--- src/rtl/sha512_block_loader_if.sv ---
// Stream interface for the SHA-512 message loader.
// Ingress side: 64-bit little-endian words with a valid/ready/last handshake.
// Egress side: 1024-bit message blocks with first/last tags and a valid/ready handshake.
// The master modport is the surrounding environment (DMA side plus compression core);
// the slave modport is the loader itself.
interface sha512_block_loader_if;
  logic          s_valid;
  logic          s_ready;
  logic [63:0]   s_data;
  logic          s_last;
  logic          m_valid;
  logic          m_ready;
  logic [1023:0] m_block;
  logic          m_first;
  logic          m_last;

  modport master (
    output s_valid, s_data, s_last, m_ready,
    input  s_ready, m_valid, m_block, m_first, m_last
  );

  modport slave (
    input  s_valid, s_data, s_last, m_ready,
    output s_ready, m_valid, m_block, m_first, m_last
  );
endinterface

--- src/rtl/sha512_block_loader.sv ---
// SHA-512 message block loader.
// Accepts little-endian 64-bit words, byte-reverses each one and packs 16 of
// them into a 1024-bit big-endian block (W0 in the top 64 bits), then hands the
// block to the compression core tagged with first/last-of-message flags.
// A message ending before word 15 closes a zero-filled block and sets the
// sticky err_short flag; padding is left to software.
// Optional build macro: SHA512_LOADER_DBUF_EN selects a two-bank ping-pong
// buffer so one bank fills while the other waits for the core. Without it a
// single bank is used and input stalls for the whole time a block is held.
module sha512_block_loader #(
  parameter int WORDS = 16,
  parameter int DW    = 64
) (
  input  logic                  aclk,
  input  logic                  aresetn,
  sha512_block_loader_if.slave  bus,
  input  logic                  clr_err,
  output logic                  err_short,
  output logic [3:0]            word_cnt
);

  localparam int BW = WORDS * DW;

`ifdef SHA512_LOADER_DBUF_EN
  localparam logic DBUF = 1'b1;
`else
  localparam logic DBUF = 1'b0;
`endif

  typedef enum logic {
    FILL = 1'b0,
    HOLD = 1'b1
  } bank_state_t;

  // Per-bank state; in the single-bank build bank 1 never leaves FILL and
  // both pointers stay at 0.
  bank_state_t       state_r   [2];
  bank_state_t       state_nxt [2];
  logic              wr_sel_r;
  logic              wr_sel_nxt;
  logic              rd_sel_r;
  logic              rd_sel_nxt;

  logic [BW-1:0]     bank_r [2];
  logic [1:0]        first_r;
  logic [1:0]        last_r;
  logic              armed_r;
  logic [3:0]        word_cnt_r;
  logic              err_short_r;

  logic              s_ready_s;
  logic              m_valid_s;
  logic              in_xfer_s;
  logic              out_xfer_s;
  logic              close_s;
  logic              short_s;
  logic [9:0]        slot_top_s;

  // Byte reversal of one word: byte 0 of the input lands in the top byte.
  function automatic logic [DW-1:0] byte_swap(input logic [DW-1:0] d);
    logic [DW-1:0] r;
    r = '0;
    for (int i = 0; i < DW / 8; i++) begin
      r[DW-1-8*i -: 8] = d[8*i +: 8];
    end
    return r;
  endfunction

  assign s_ready_s  = (state_r[wr_sel_r] == FILL);
  assign m_valid_s  = (state_r[rd_sel_r] == HOLD);
  assign in_xfer_s  = bus.s_valid & s_ready_s;
  assign out_xfer_s = m_valid_s & bus.m_ready;
  assign close_s    = in_xfer_s & ((word_cnt_r == 4'(WORDS - 1)) | bus.s_last);
  assign short_s    = in_xfer_s & bus.s_last & (word_cnt_r != 4'(WORDS - 1));
  // Slot k occupies bits [BW-1-64k -: 64]; word_cnt*64 is a shift by 6.
  assign slot_top_s = 10'(BW - 1) - {word_cnt_r, 6'd0};

  assign bus.s_ready = s_ready_s;
  assign bus.m_valid = m_valid_s;
  assign bus.m_block = bank_r[rd_sel_r];
  assign bus.m_first = first_r[rd_sel_r];
  assign bus.m_last  = last_r[rd_sel_r];
  assign err_short   = err_short_r;
  assign word_cnt    = word_cnt_r;

  // Bank state and bank pointer registers.
  always_ff @(posedge aclk or negedge aresetn) begin
    if (!aresetn) begin
      state_r[0] <= FILL;
      state_r[1] <= FILL;
      wr_sel_r   <= 1'b0;
      rd_sel_r   <= 1'b0;
    end else begin
      state_r[0] <= state_nxt[0];
      state_r[1] <= state_nxt[1];
      wr_sel_r   <= wr_sel_nxt;
      rd_sel_r   <= rd_sel_nxt;
    end
  end

  // Next-state: a closing word moves the fill bank to HOLD, an accepted block
  // returns the output bank to FILL. The two never target the same bank.
  always_comb begin
    state_nxt[0] = state_r[0];
    state_nxt[1] = state_r[1];
    wr_sel_nxt   = wr_sel_r;
    rd_sel_nxt   = rd_sel_r;
    if (close_s) begin
      state_nxt[wr_sel_r] = HOLD;
      wr_sel_nxt          = DBUF ? ~wr_sel_r : 1'b0;
    end else begin
      wr_sel_nxt = wr_sel_r;
    end
    if (out_xfer_s) begin
      state_nxt[rd_sel_r] = FILL;
      rd_sel_nxt          = DBUF ? ~rd_sel_r : 1'b0;
    end else begin
      rd_sel_nxt = rd_sel_r;
    end
  end

  // Block datapath: slot writes, block tags, word counter and armed flag.
  always_ff @(posedge aclk or negedge aresetn) begin
    if (!aresetn) begin
      bank_r[0]  <= '0;
      bank_r[1]  <= '0;
      first_r    <= 2'b00;
      last_r     <= 2'b00;
      armed_r    <= 1'b1;
      word_cnt_r <= 4'd0;
    end else begin
      if (in_xfer_s) begin
        bank_r[wr_sel_r][slot_top_s -: DW] <= byte_swap(bus.s_data);
        if (close_s) begin
          word_cnt_r        <= 4'd0;
          first_r[wr_sel_r] <= armed_r;
          last_r[wr_sel_r]  <= bus.s_last;
          armed_r           <= bus.s_last;
        end else begin
          word_cnt_r <= word_cnt_r + 4'd1;
        end
      end
      if (out_xfer_s) begin
        bank_r[rd_sel_r]  <= '0;
        first_r[rd_sel_r] <= 1'b0;
        last_r[rd_sel_r]  <= 1'b0;
      end
    end
  end

  // Sticky short-message flag; a clear request wins over a simultaneous set.
  always_ff @(posedge aclk or negedge aresetn) begin
    if (!aresetn) begin
      err_short_r <= 1'b0;
    end else if (clr_err) begin
      err_short_r <= 1'b0;
    end else if (short_s) begin
      err_short_r <= 1'b1;
    end
  end

endmodule

--- src/flat_wrapper.sv ---
// flat-port wrapper written by rule: the top's interface ports become plain ports
module sha512_block_loader_flat 
#(
  parameter int WORDS = 16,
  parameter int DW    = 64
)
  (aclk, aresetn, clr_err, err_short, word_cnt, bus_s_valid, bus_s_data, bus_s_last, bus_m_ready, bus_s_ready, bus_m_valid, bus_m_block, bus_m_first, bus_m_last);
  sha512_block_loader_if bus_i ();
  input  logic aclk;
  input  logic aresetn;
  input  logic clr_err;
  output logic err_short;
  output logic [3:0] word_cnt;
  input wire logic [$bits(bus_i.s_valid)-1:0] bus_s_valid;
  input wire logic [$bits(bus_i.s_data)-1:0] bus_s_data;
  input wire logic [$bits(bus_i.s_last)-1:0] bus_s_last;
  input wire logic [$bits(bus_i.m_ready)-1:0] bus_m_ready;
  output wire logic [$bits(bus_i.s_ready)-1:0] bus_s_ready;
  output wire logic [$bits(bus_i.m_valid)-1:0] bus_m_valid;
  output wire logic [$bits(bus_i.m_block)-1:0] bus_m_block;
  output wire logic [$bits(bus_i.m_first)-1:0] bus_m_first;
  output wire logic [$bits(bus_i.m_last)-1:0] bus_m_last;
  assign bus_i.s_valid = bus_s_valid;
  assign bus_i.s_data = bus_s_data;
  assign bus_i.s_last = bus_s_last;
  assign bus_i.m_ready = bus_m_ready;
  assign bus_s_ready = bus_i.s_ready;
  assign bus_m_valid = bus_i.m_valid;
  assign bus_m_block = bus_i.m_block;
  assign bus_m_first = bus_i.m_first;
  assign bus_m_last = bus_i.m_last;
  sha512_block_loader #(.WORDS(WORDS), .DW(DW)) u_core (.aclk(aclk), .aresetn(aresetn), .bus(bus_i), .clr_err(clr_err), .err_short(err_short), .word_cnt(word_cnt));
endmodule
--- config.mk ---
export PLATFORM = sky130hd
export DESIGN_NAME = sha512_block_loader_flat
export DESIGN_NICKNAME = d
export VERILOG_FILES = /design/src/rtl/sha512_block_loader_if.sv /design/src/rtl/sha512_block_loader.sv /design/src/flat_wrapper.sv
export SDC_FILE = /design/constraint.sdc
export NUM_CORES = 1
export LEC_CHECK = 0
export ABC_AREA = 1
export CAP_MARGIN = 20
export CORE_AREA = 2 2 434 436
export DETAILED_ROUTE_END_ITERATION = 8
export DIE_AREA = 0 0 436 438
export PLACE_DENSITY = 0.43
export SYNTH_ARGS = -nofsm -noshare
export SYNTH_HDL_FRONTEND = slang
export SYNTH_SLANG_ARGS = --single-unit
export TNS_END_PERCENT = 10
--- constraint.sdc ---
create_clock -name aclk -period 2.1 [get_ports aclk]
set_clock_uncertainty 0.2 [all_clocks]
set_input_delay 0.315 -clock aclk [delete_from_list [all_inputs] [get_ports aclk]]
set_output_delay 0.315 -clock aclk [all_outputs]
set_load 0.05 [all_outputs]
After elaboration in Yosys (flattened, before gate mapping)
Index checks and enable logic that the tools add are counted.
Widths: inputs -> output; s select.
Word-level totals
  logic and storage cells: 42
  input port bits: 70
  output and inout bits: 1033
  bits in registers: 2058
Cells by class
  bitwise operators: 7
  shift-type cells: 2
  add/subtract/negate cells: 3
  reduce and logical (&&, ||, !) cells: 5
  equal/unequal tests: 2
  mux-type cells: 14
Operators by type and width (number)
  $mux 2048: 2
  $bwmux 2048: 1
  $shift 64x12->1087 const A: 1
  $shiftx 64x12->1087: 1
  $neg 10->12: 1
  $sub 10x10->10 const A: 1
  $mux 1: 8
  $reduce_bool 2->1: 3
  $and 1x1->1: 5
  $add 4x1->4 const B: 1
  $eq 4x4->1 const B: 1
  $mux 2: 2
  $mux 4: 1
  $ne 4x4->1 const B: 1
  $reduce_and 2->1: 2
  $not 1->1: 1
  $or 1x1->1: 1

Longest topological paths before layout
  depth in word-level cells: 6
  mapped depth: 10
  depth with buffers taken out: 8

Least setup slack after synthesis
OpenSTA, ideal clock, no wires.
  path type: reg-to-reg
  from: register u_core.word_cnt_r[0] (netlist: u_core.word_cnt[0])
  to: register u_core.bank_r[1092] in the netlist's numbering
  buffers on the path: 3
  cell stages (with the launch flop): 11
  setup time: 120 ps
  arrival: 1927 ps
  slack: -147 ps
  period minus slack after synthesis: 2247 ps
  data required time: 1780 ps
  path through: dfrtp_1 > inv_1 > clkbuf_1 > ha_1 > nand2_1 > inv_1 > nand2_1 > buf_2 > buf_2 > nand3_1 > nand2_1
Between the ends
  word-level cells in the longest chain between the ends: 6
  elaborated cells between the ends (all ways): 7
  those cells by class: 2 x add/sub; 2 x shift; 3 x mux
Ends and longest elaborated chain
  from (decl): line sha512_block_loader.sv:48  | logic [3:0] word_cnt_r;
  from (signal assigned): line sha512_block_loader.sv:140  | word_cnt_r <= word_cnt_r + 4'd1;
  $sub 10x10->10 *: line sha512_block_loader.sv:76  | assign slot_top_s = 10'(BW - 1) - {word_cnt_r, 6'd0};
  $neg 10->12 *: line sha512_block_loader.sv:133  | bank_r[wr_sel_r][slot_top_s -: DW] <= byte_swap(bus.s_data);
  $shiftx 64x12->1087 or $shift 64x12->1087 (tied branches): line sha512_block_loader.sv:133
  $bwmux 2048 *: line sha512_block_loader.sv:133
  $mux 2048 *: line sha512_block_loader.sv:132  | if (in_xfer_s) begin
  $mux 2048 *: line sha512_block_loader.sv:143  | if (out_xfer_s) begin
  to (signal, indexed assignment): line sha512_block_loader.sv:133
  to (decl): line sha512_block_loader.sv:44  | logic [BW-1:0] bank_r [2];
Every way passes the cells marked *; elsewhere a longest branch is shown, timed or not. The select of a mux whose other input is x is not followed.
A chain may end at the register's enable or synchronous reset.

Worst setup path in the final report
  from: register u_core.word_cnt_r[0] (netlist: u_core.word_cnt[0])
  to: register u_core.bank_r[1067] in the netlist's numbering
Same word-level chain as after synthesis.

==> results.tsv <==
metric	value	unit
status	finished with violations	
violations	setup timing	
synth_area	42600	um2
powerDensity	1030	nW/um2
worstPathCellList	ha_4, buf_6, ha_4, nand4_1, buf_6, clkbuf_16, clkbuf_16, nand3_1, o21ai_0	
p_leak	34.9	nW
start_util	22.8	%
rows	159	
required	2.62	ns
die_h	438	um
grt_antenna_before_repair	25	
syn_to_final_growth	47.7	%
insertion_delay	0.82	ns
worstSetupPathType	flop to flop	
grt_pass1_wl	332000	um
clockBufferDepth	3	
dr.first_iter.drc_count	3302	
grt.total_usage	24.3	%
place.gp.congestion	0.858	
core_area	187000	um2
stdcell_area	62900	um2
fin_nets	6357	
vias_per_cell	4.69	
grt_max_degree	109	
overflow	0	
placed_area	58500	um2
synth.distinct_cells	19	
layout_setup_ws	-0.0698	ns
holdCritPathClass	primary input to asynchronous set/reset pin	
fmax	461	MHz
async_flop_share	100	%
cts-htree-levels	4	
slew_viol_final	0	
crit_path_top_delay_cell	dfrtp_4	
critPathMaxStageDelay	0.53	ns
critPathLaunchType	flop	
synthCells	4965	
holdWs	0.0651	ns
root_buffer	clkbuf_16	
synth_ff_type	dfrtp_1	
fin_crit_sh	103	%
final_util	33.7	%
ys_warn_count	0	
cts.clk_slew.worst_paths	0.06	ns
cap_violations	0	
multiInputGateArea	15300	um2
cts_buffers	131	
die_x	436	um
synth.avg_cell_area	8.58	um2
synth_edf_count	0	
fillers	20000	
yosysSeqAreaShare	60.7	%
rrSetupSlack	-0.07	ns
dr_wl_met2	116000	um
rsz0062_at_grt	true	
routedWlPerCell	27.6	um
drc	0	
pin_count	1103	
slew_headroom	43.5	%
arrival	2.69	ns
syn_nets	5041	
cp-end-kind	flop	
grt_pass1_vias	40600	
hold_viol	0	
num_vias	41700	
tightest_slew	0.845	ns
wl	246000	um
fp.dieArea	191000	um2
finalSetupViolCount	43	
ant_nets	0	
cts.sinks	1033	
port_buffers	1102	
drt_first_pass_iters	6	
dr_wl_met3	18000	um
synth_seq_cells	1033	
cts_tree	done	
crit_fanout	18	
seqCellArea	25900	um2
period_needed	2.17	ns
layout-drive-gt1-share	29.2	%
irDropWorstVdd	595	uV
dp_hpwl	178000	um
highest_layer	met5	
wl_met1	98900	um
-- cells in the mapped netlist, types with 12 or more instances --
cell | instances | area [um2]
nand2_1 | 2087 | 7830
dfrtp_1 | 1032 | 25800
nand3_1 | 1032 | 5160
nor2_1 | 259 | 972
buf_2 | 226 | 1130
clkbuf_1 | 106 | 398
o21ai_0 | 66 | 330
nand4_1 | 65 | 407
buf_1 | 30 | 113
buf_4 | 22 | 165
inv_2 | 15 | 56.3
inv_1 | 12 | 45.0
-- critical path: cells and delay by family (launching register included) --
kind	cells	cell delay (ns)
buffers and inverters	4	0.68
DFF	1	0.53
adders and majority gates	2	0.36
and+or+nand+nor	2	0.22
AOI/OAI and AO/OA	1	0.07
-- cells in the final DEF, fill, tap and decap left out, types with 6 or more instances in the layout --
cell / synthesis / layout
o21ai_2: 0 / 11
clkinv_2: 0 / 24
nand3_1: 1032 / 1007
clkdlybuf4s50_1: 0 / 68
nand4_1: 65 / 65
clkinv_16: 0 / 7
buf_4: 22 / 961
inv_1: 12 / 6
buf_2: 226 / 296
nor2_1: 259 / 207
nor2_4: 1 / 6
nand3_2: 0 / 24
buf_6: 0 / 27
inv_2: 15 / 11
o21ai_0: 66 / 25
nand2_2: 1 / 8
dfrtp_2: 0 / 14
o21ai_1: 0 / 30
dfrtp_1: 1032 / 1017
nand2_1: 2087 / 2062
clkbuf_8: 0 / 36
buf_12: 0 / 143
nor2_2: 1 / 48
buf_16: 0 / 9
diode_2: 0 / 6
bufinv_16: 0 / 7
nand2_4: 0 / 16
clkdlybuf4s15_2: 0 / 31
clkbuf_16: 0 / 151
clkbuf_1: 106 / 25
-- per-stage QoR --
step                setup WS, ns  cells  TNS [ns]  power (mW)
floorplan                0.00390   4965         0        31.7
global placement          -0.444   8609   -292.90        41.4
detailed placement        -0.491   8609   -317.50        41.4
CTS                       -0.104   8858    -10.73        65.4
global route              -0.152   8888     -6.68        67.3
finish                   -0.0698   8890     -1.05        65.0
-- power by group --
| group | total (mW) | switching [mW] | internal [mW] | leakage [nW] |
|---|---|---|---|---|
| clock network | 24.0 | 10.1 | 13.9 | 2.24 |
| logic | 18.7 | 13.7 | 5.00 | 18.3 |
| registers | 22.3 | 1.01 | 21.3 | 14.3 |
-- timing repair --
action,4_1_cts,5_1_grt
setup endpoints to repair,996,896
gates cloned,1,22
hold endpoints to repair,1039,0
resized for setup,1320,572
hold buffers,5,0
pin swaps,0,4
buffers inserted,3,4
-- sequential cells by signal, summed over array words and instances, names as in the netlist --
signal            flops
u_core.bank_r      1024
u_core.word_cnt       4
u_core.armed_r        1
u_core.err_short      1
u_core.first_r        1
u_core.last_r         1
u_core.state_r        1
-- layout make-up --
cell class | instances | area share [%]
multi-input combinational | 3520 | 24.4
clock inverter | 49 | 1.11
clock buffer | 192 | 6.15
antenna | 6 | 0.0239
tap | 2495 | 4.96
timing repair buffer | 1567 | 22.0
sequential | 1033 | 41.1
inverter | 28 | 0.265
-- routing by layer --
layer	vias up	global-route usage (%)
met5	-	0
met4	20	11.7
met3	373	6.65
met2	1588	39.1
met1	21000	30.1
li1	18700	-
-- logic make-up (layout without fill, tap and decap cells) --
group	after synthesis	after routing	synth area share (%)
buffers and inverters	412	1836	4.49
DFF	1033	1033	60.7
adders and majority gates	6	6	0.176
and+or+nand+nor	3446	3446	33.8
other	0	6	0
AOI/OAI and AO/OA	68	68	0.799
-- final timing paths --
check                      cells after the start                               to                            from
setup / recovery                               9  u_core.bank_r[1067]$_DFFE_PN0P_  u_core.word_cnt[0]$_DFFE_PN0N_
hold / removal                                 3  u_core.bank_r[1965]$_DFFE_PN0P_                         aresetn
setup reg to reg                               9  u_core.bank_r[1067]$_DFFE_PN0P_  u_core.word_cnt[0]$_DFFE_PN0N_
hold reg to reg                                2       u_core.armed_r$_DFFE_PN1P_      u_core.armed_r$_DFFE_PN1P_
max in group asynchronous                      4  u_core.bank_r[1065]$_DFFE_PN0P_                         aresetn
min in group aclk                              4  u_core.bank_r[1031]$_DFFE_PN0P_                  bus_s_data[63]
Power figures use the tool's default switching activity.
